$ cat config.mk
export PLATFORM = sky130hd
export DESIGN_NAME = board_mem_arbiter
export DESIGN_NICKNAME = d
export VERILOG_FILES = /design/src/rtl/board_mem_arbiter.sv
export SDC_FILE = /design/constraint.sdc
export NUM_CORES = 1
export LEC_CHECK = 0
export ABC_AREA = 1
export ABC_CLOCK_PERIOD_IN_PS = 4600
export CORE_MARGIN = 8
export CORE_UTILIZATION = 50
export CTS_CLUSTER_DIAMETER = 40
export CTS_CLUSTER_SIZE = 28
export DETAILED_ROUTE_END_ITERATION = 16
export DONT_BUFFER_PORTS = 1
export HOLD_SLACK_MARGIN = 0.02
export PLACE_DENSITY = 0.69
export SYNTH_ARGS = -nofsm -noshare
export SYNTH_HDL_FRONTEND = slang
export SYNTH_SLANG_ARGS = --single-unit
$ cat constraint.sdc
create_clock -name clk -period 4.6 [get_ports clk]
set_input_delay 0.92 -clock clk [delete_from_list [all_inputs] [get_ports clk]]
set_output_delay 0.92 -clock clk [all_outputs]
set_load 0.005 [all_outputs]
$ cat src/rtl/board_mem_arbiter.sv
// Shares the single-port board-state RAM between the draw path and the game logic.
// Optional starvation guard for the logic port is built when ARB_STARVE_GUARD_EN is defined.
module board_mem_arbiter #(
  parameter int DATA_W     = 4,
  parameter int ADDR_W     = 10,
  parameter int STARVE_LIM = 64
) (
  input  logic              clk,
  input  logic              rst,
  input  logic [4:0]        button_num,
  input  logic              vblank,
  input  logic              draw_req,
  input  logic [4:0]        draw_row,
  input  logic [4:0]        draw_col,
  output logic              draw_gnt,
  output logic              draw_rvalid,
  output logic [DATA_W-1:0] draw_rdata,
  input  logic              logic_req,
  input  logic              logic_we,
  input  logic [4:0]        logic_row,
  input  logic [4:0]        logic_col,
  input  logic [DATA_W-1:0] logic_wdata,
  output logic              logic_gnt,
  output logic              logic_rvalid,
  output logic [DATA_W-1:0] logic_rdata,
  output logic              oob_err,
  output logic              mem_en,
  output logic              mem_we,
  output logic [ADDR_W-1:0] mem_addr,
  output logic [DATA_W-1:0] mem_wdata,
  input  logic [DATA_W-1:0] mem_rdata
);

  localparam logic [1:0] ST_ACTIVE = 2'd0;
  localparam logic [1:0] ST_BLANK  = 2'd1;
  localparam logic [1:0] ST_GUARD  = 2'd2;

  if (ADDR_W < 10 || STARVE_LIM < 2) begin : g_param_chk
    $error("board_mem_arbiter: ADDR_W must be >= 10 and STARVE_LIM >= 2");
  end

  function automatic logic [ADDR_W-1:0] cell_addr(input logic [4:0] row,
                                                  input logic [4:0] col,
                                                  input logic [4:0] n);
    cell_addr = ADDR_W'(row) * ADDR_W'(n) + ADDR_W'(col);
  endfunction

  logic [1:0]        state_q, state_d;
  logic              last_logic_q, last_logic_d;
  logic              gnt_d, gnt_l;
  logic              starve_p0;

  logic              xfer_p0, we_p0, oob_p0;
  logic [4:0]        row_p0, col_p0;
  logic [ADDR_W-1:0] addr_p0;

  logic              mem_en_p1_q, mem_en_p1_d;
  logic              mem_we_p1_q, mem_we_p1_d;
  logic [ADDR_W-1:0] mem_addr_p1_q, mem_addr_p1_d;
  logic [DATA_W-1:0] mem_wdata_p1_q, mem_wdata_p1_d;
  logic              oob_p1_q, oob_p1_d;
  logic              rd_p1_q, rd_p1_d;
  logic              own_p1_q, own_p1_d;

  logic              draw_vld_p2_q, draw_vld_p2_d;
  logic              logic_vld_p2_q, logic_vld_p2_d;
  logic              zero_p2_q, zero_p2_d;
  logic [DATA_W-1:0] draw_hold_q, draw_hold_d;
  logic [DATA_W-1:0] logic_hold_q, logic_hold_d;

`ifdef ARB_STARVE_GUARD_EN
  localparam int CTR_W = (STARVE_LIM > 1) ? $clog2(STARVE_LIM) : 1;

  function automatic logic [CTR_W-1:0] ctr_sat_inc(input logic [CTR_W-1:0] v);
    ctr_sat_inc = (v == CTR_W'(STARVE_LIM - 1)) ? v : v + 1'b1;
  endfunction

  logic [CTR_W-1:0] wait_ctr_q, wait_ctr_d;

  always_comb begin
    wait_ctr_d = wait_ctr_q;
    if (gnt_l) begin
      wait_ctr_d = '0;
    end else if (logic_req) begin
      wait_ctr_d = ctr_sat_inc(wait_ctr_q);
    end
    starve_p0 = (wait_ctr_d == CTR_W'(STARVE_LIM - 1));
  end

  always_ff @(posedge clk or negedge rst) begin
    if (!rst) begin
      wait_ctr_q <= '0;
    end else begin
      wait_ctr_q <= wait_ctr_d;
    end
  end
`else
  assign starve_p0 = 1'b0;
`endif

  // Stage 0: arbitration, address and range check in the grant cycle
  always_comb begin
    gnt_d = 1'b0;
    gnt_l = 1'b0;
    if (rst) begin
      case (state_q)
        ST_GUARD: gnt_l = logic_req;
        ST_BLANK: begin
          if (draw_req && logic_req) begin
            gnt_l = ~last_logic_q;
            gnt_d = last_logic_q;
          end else begin
            gnt_d = draw_req;
            gnt_l = logic_req;
          end
        end
        default: begin
          gnt_d = draw_req;
          gnt_l = logic_req & ~draw_req;
        end
      endcase
    end

    xfer_p0 = gnt_d | gnt_l;
    row_p0  = gnt_l ? logic_row : draw_row;
    col_p0  = gnt_l ? logic_col : draw_col;
    we_p0   = gnt_l & logic_we;
    oob_p0  = (row_p0 >= button_num) || (col_p0 >= button_num);
    addr_p0 = cell_addr(row_p0, col_p0, button_num);

    state_d      = starve_p0 ? ST_GUARD : (vblank ? ST_BLANK : ST_ACTIVE);
    last_logic_d = xfer_p0 ? gnt_l : last_logic_q;

    mem_en_p1_d    = xfer_p0 & ~oob_p0;
    mem_we_p1_d    = xfer_p0 & ~oob_p0 & we_p0;
    mem_addr_p1_d  = xfer_p0 ? addr_p0 : mem_addr_p1_q;
    mem_wdata_p1_d = (xfer_p0 & we_p0) ? logic_wdata : mem_wdata_p1_q;
    oob_p1_d       = xfer_p0 & oob_p0;
    rd_p1_d        = xfer_p0 & ~we_p0;
    own_p1_d       = gnt_l;
  end

  // Stage 1 -> 2: route the returning read to its owner; out-of-range reads return zero
  always_comb begin
    draw_vld_p2_d  = rd_p1_q & ~own_p1_q;
    logic_vld_p2_d = rd_p1_q & own_p1_q;
    zero_p2_d      = oob_p1_q;

    draw_rdata   = draw_hold_q;
    logic_rdata  = logic_hold_q;
    if (draw_vld_p2_q) begin
      draw_rdata = zero_p2_q ? '0 : mem_rdata;
    end
    if (logic_vld_p2_q) begin
      logic_rdata = zero_p2_q ? '0 : mem_rdata;
    end
    draw_hold_d  = draw_rdata;
    logic_hold_d = logic_rdata;
  end

  always_ff @(posedge clk or negedge rst) begin
    if (!rst) begin
      state_q        <= ST_ACTIVE;
      last_logic_q   <= 1'b0;
      mem_en_p1_q    <= 1'b0;
      mem_we_p1_q    <= 1'b0;
      mem_addr_p1_q  <= '0;
      mem_wdata_p1_q <= '0;
      oob_p1_q       <= 1'b0;
      rd_p1_q        <= 1'b0;
      own_p1_q       <= 1'b0;
      draw_vld_p2_q  <= 1'b0;
      logic_vld_p2_q <= 1'b0;
      zero_p2_q      <= 1'b0;
      draw_hold_q    <= '0;
      logic_hold_q   <= '0;
    end else begin
      state_q        <= state_d;
      last_logic_q   <= last_logic_d;
      mem_en_p1_q    <= mem_en_p1_d;
      mem_we_p1_q    <= mem_we_p1_d;
      mem_addr_p1_q  <= mem_addr_p1_d;
      mem_wdata_p1_q <= mem_wdata_p1_d;
      oob_p1_q       <= oob_p1_d;
      rd_p1_q        <= rd_p1_d;
      own_p1_q       <= own_p1_d;
      draw_vld_p2_q  <= draw_vld_p2_d;
      logic_vld_p2_q <= logic_vld_p2_d;
      zero_p2_q      <= zero_p2_d;
      draw_hold_q    <= draw_hold_d;
      logic_hold_q   <= logic_hold_d;
    end
  end

  assign draw_gnt     = gnt_d;
  assign logic_gnt    = gnt_l;
  assign mem_en       = mem_en_p1_q;
  assign mem_we       = mem_we_p1_q;
  assign mem_addr     = mem_addr_p1_q;
  assign mem_wdata    = mem_wdata_p1_q;
  assign oob_err      = oob_p1_q;
  assign draw_rvalid  = draw_vld_p2_q;
  assign logic_rvalid = logic_vld_p2_q;

endmodule
==> summary.md, run 1 <==
| Metric | Value |
|---|---|
| Status | complete, no violations |
| Cells after synthesis | 334 |
| Largest net degree at the start of global routing | 36 |
| CTS max path bufs | 2 |
| Maximum vdd drop | 0.145 mV |
| Worst Path Arrival | 4.31 ns |
| IO Pins | 68 |
| Startpoint Class | primary input |
| Starting Density | roughly half |
| WP buf/inv | 2 |
| Share of cells above drive strength 1 | 10.9% |
| Setup slack, reg-to-reg | ~0.55 ns |
| CP cell instances | nand2_2 > nand3_4 > o21ai_2 > ha_1 > inv_1 > fa_1 > fa_1 > fa_1 > inv_1 > ha_1 > or2_2 > nand2_1 > o21ai_0 > a21oi_1 > nor2_1 |
| # H-tree levels | 2 |
| Fin util | 55.2% |
| Slowest cell on the critical path | fa_1 |
| Syn-to-layout area delta | 6.27% |
| Core Area | 0.00511 sq mm |
| Via count | 1996 |
| Post-Syn Area per Cell | between 7 and 8 sq um |
| GRT Util Overall | 14.3% |
| # fillers | 500 |
| Gp weighted congestion | 0.852 |
| Main synth FF type | dfrtp_1 |
| #FFs+latches synth | 32 |
| DR vias/cell | 4.89 |
| Fmax | 0.241 GHz |
| DR iter-0 viols | 51 |
| Clk_skew | 0.00503 ns |
| Clk_lat worst skew | 0.27 ns |
| Synth area leaders | dfrtp_1 (30%), ha_1 (16%), nand2_1 (13%) |
| Detail Route Antenna Nets | 0 |
| Clock slew at reported path FFs | ~0.060 ns |
| Post-synth EDFFs | 0 |
| R2R Path Start | last_logic_q |
| Final setup margin | 0.453 ns |
| # Max-Cap Violations | 0 |
| Power density cells | 356 mW/mm^2 |
| Area share of the largest cell type after synthesis | 30.2% |
| Post-Place Worst Slack | 0.146 ns |
| Antenna cells | 0 |
| Clock Sink Count | 32 |
| Final hold viol count | 0 |
| WS Path Type | primary input to register |
| Die area | approximately 0.0079 sq mm |
| Root Buffer | clkbuf_8 |
| Multi-input logic area | 0.00158 sq mm |
| CP max FO | 13 |
| Tcrit/Tclk final | about nine tenths |
| # DRC | 0 |
| Data required, critical path | roughly 4.8 ns |
| Critical path's most frequent cell | fa_1 |
| # resized after CTS | 0 |
| Synth Cell Area | about 0.0027 sq mm |
| Worst slew pin tran | 0.458 ns |
| Drt total wl | 5.39 mm |
| CP Launch Point | draw_req |
| Most common cell in the netlist | nand2_1 |
| Post-CTS setup buffer count | 0 |
| Initial antenna violation count | 0 |
| Worst reg2reg path endpoint | mem_addr[5] |
| Syn_nets | 420 |
| Min cycle time layout | 4.15 ns |
| Worst Hold Class | primary input to asynchronous set/reset pin |
| CP endpoint kind | register |
| Vias in the first global route | between 1500 and 2000 |
| Static Leakage | 0.00159 uW |
| Die width | between 80 and 90 um |
| Most frequent cells after synthesis | nand2_1 (92), inv_1 (58), ha_1 (33) |
| Total stage count of the critical path | 15 |
| Post-CTS Hold Fix Bufs | 0 |
| Final setup viols | 0 |
| Asr flop ratio synth | 100% |
| Synth unique cells | 27 |
| TritonCTS buffer count | 5 |
| Routed length per instance | 13.2 um |
| Max stage delay on crit path | ~0.54 ns |
| Reg area | 801 sq um |
| Die Y | 88.9 um |
| End of the critical path | mem_addr[5] |
| Setup_tns | 0 ns |
| RSZ-0062 raised after global routing | false |
| Detail Placement HPWL | between 4 and 5 mm |
| TritonRoute pass-1 iters | 4 |
| Site Rows | 26 |
| Max-slew headroom | 69.4% |
| Largest area contributor in the netlist | dfrtp_1 |
| Final nets | 424 |
| Register-to-Register Path Depth | 17 |
| Family with the most delay on the worst path | adder cells |
| Seq/Total Area, Yosys | 30.2% |
| First-pass GRT wire length | around 9 mm |
| YS warnings | 0 |
| Buffers on Ports | 0 |
| CTS tree | done |
| Final Max Tran Viols | 0 |
| Gr ovfl total | 0 |
## logic make-up (layout without fill, tap and decap cells)
kind of cell    Yosys count  count (layout)  synth area share [%]
simple gates            156             156                  25.5
buf+inv                  68              72                  10.2
fa+ha+maj                47              47                  26.1
flops                    32              32                  30.2
compound gates           30              30                  7.63
xor+xnor                  1               1                 0.330
## per-layer routing
layer  track usage (%)  vias up  routed length, um
li1                  -     1032                  -
met1              18.1      887               2440
met2              22.2       72               2330
met3              3.90        5                563
met4              6.30        0                 66
met5                 0        -                  0
## registers in the layout, indices dropped and copies added (netlist names)
name / count
last_logic_q: 1
logic_rvalid: 1
mem_addr: 10
zero_p2_q: 1
logic_hold_q: 4
draw_rvalid: 1
mem_we: 1
oob_err: 1
draw_hold_q: 4
state_q: 1
mem_en: 1
mem_wdata: 4
own_p1_q: 1
rd_p1_q: 1
## area by class of cell
| type | instances | area share, % |
|---|---|---|
| inverters | 63 | 8.47 |
| repair buffers | 2 | 0.532 |
| multi-input cells | 234 | 56.1 |
| flip-flops and latches | 32 | 28.4 |
| well taps | 70 | 3.10 |
| clock buffers | 7 | 3.41 |
## report_power, final
group	switching (uW)	total (uW)	internal, uW
clock	89.9	223	133
sequential	46.2	394	347
combinational	229	387	158
total	365	1000	638
## worst reg2reg max path: stages, from the launching register on
cell and delay (ns):
dfrtp_1 0.38, inv_2 0.08, nand2_2 0.08, nand2_2 0.08, nand3_4 0.19, o21ai_2 0.31, ha_1 0.19, inv_1 0.05
fa_1 0.47, fa_1 0.53, fa_1 0.54, inv_1 0.04, ha_1 0.32, or2_2 0.33, nand2_1 0.09, o21ai_0 0.07
a21oi_1 0.16, nor2_1 0.05
## cell usage in the layout, fill, tap and decap left out, types with 6 or more instances in the layout
cell type / synthesis / layout
inv_1: 58 / 58
nand2_2: 6 / 6
clkbuf_8: 0 / 7
nand2_1: 92 / 92
a21oi_1: 16 / 16
dfrtp_1: 32 / 32
o21ai_2: 7 / 7
nand3_1: 15 / 15
ha_1: 33 / 33
nor2_1: 27 / 27
fa_1: 14 / 14
## through the flow
step	total power (uW)	hold WS, ns	cells	area, sq um
CTS	1020	0.326	408	2820
global placement	781	0.412	401	2730
detailed placement	790	0.412	401	2730
global route	1100	0.319	408	2820
finish	1000	0.337	408	2820
floorplan	707	0.376	334	2660
## how the worst min path moves through the flow
stage                        from          end  slack (ns)  cells past startpoint
after floorplan           oob_err    zero_p2_q        0.38                      0
after global placement    oob_err    zero_p2_q        0.41                      0
after detailed placement  oob_err    zero_p2_q        0.41                      0
after CTS                     rst     own_p1_q        0.33                      0
after global routing          rst  mem_addr[7]        0.32                      0
final                         rst  mem_addr[7]        0.34                      0
Note: power is estimated with default switching activity, not from simulation.
==> run 2: changes to the inputs <==
--- a/config.mk
+++ b/config.mk
@@ -7,6 +7,7 @@
 export LEC_CHECK = 0
 export ABC_AREA = 1
 export ABC_CLOCK_PERIOD_IN_PS = 4600
+export CAP_MARGIN = 20
 export CORE_MARGIN = 8
 export CORE_UTILIZATION = 50
 export CTS_CLUSTER_DIAMETER = 40
==> results of run 2 <==
The final DEF is identical to that of run 1; final timing and power are the same.
==> run 3: changes to the inputs <==
--- a/config.mk
+++ b/config.mk
@@ -14,7 +14,8 @@
 export CTS_CLUSTER_SIZE = 28
 export DETAILED_ROUTE_END_ITERATION = 16
 export DONT_BUFFER_PORTS = 1
-export HOLD_SLACK_MARGIN = 0.02
+export GPL_ROUTABILITY_DRIVEN = 0
+export HOLD_SLACK_MARGIN = 0.15
 export PLACE_DENSITY = 0.69
 export SYNTH_ARGS = -nofsm -noshare
 export SYNTH_HDL_FRONTEND = slang
==> results of run 3 <==
The final DEF is identical to that of run 1; final timing and power are the same.
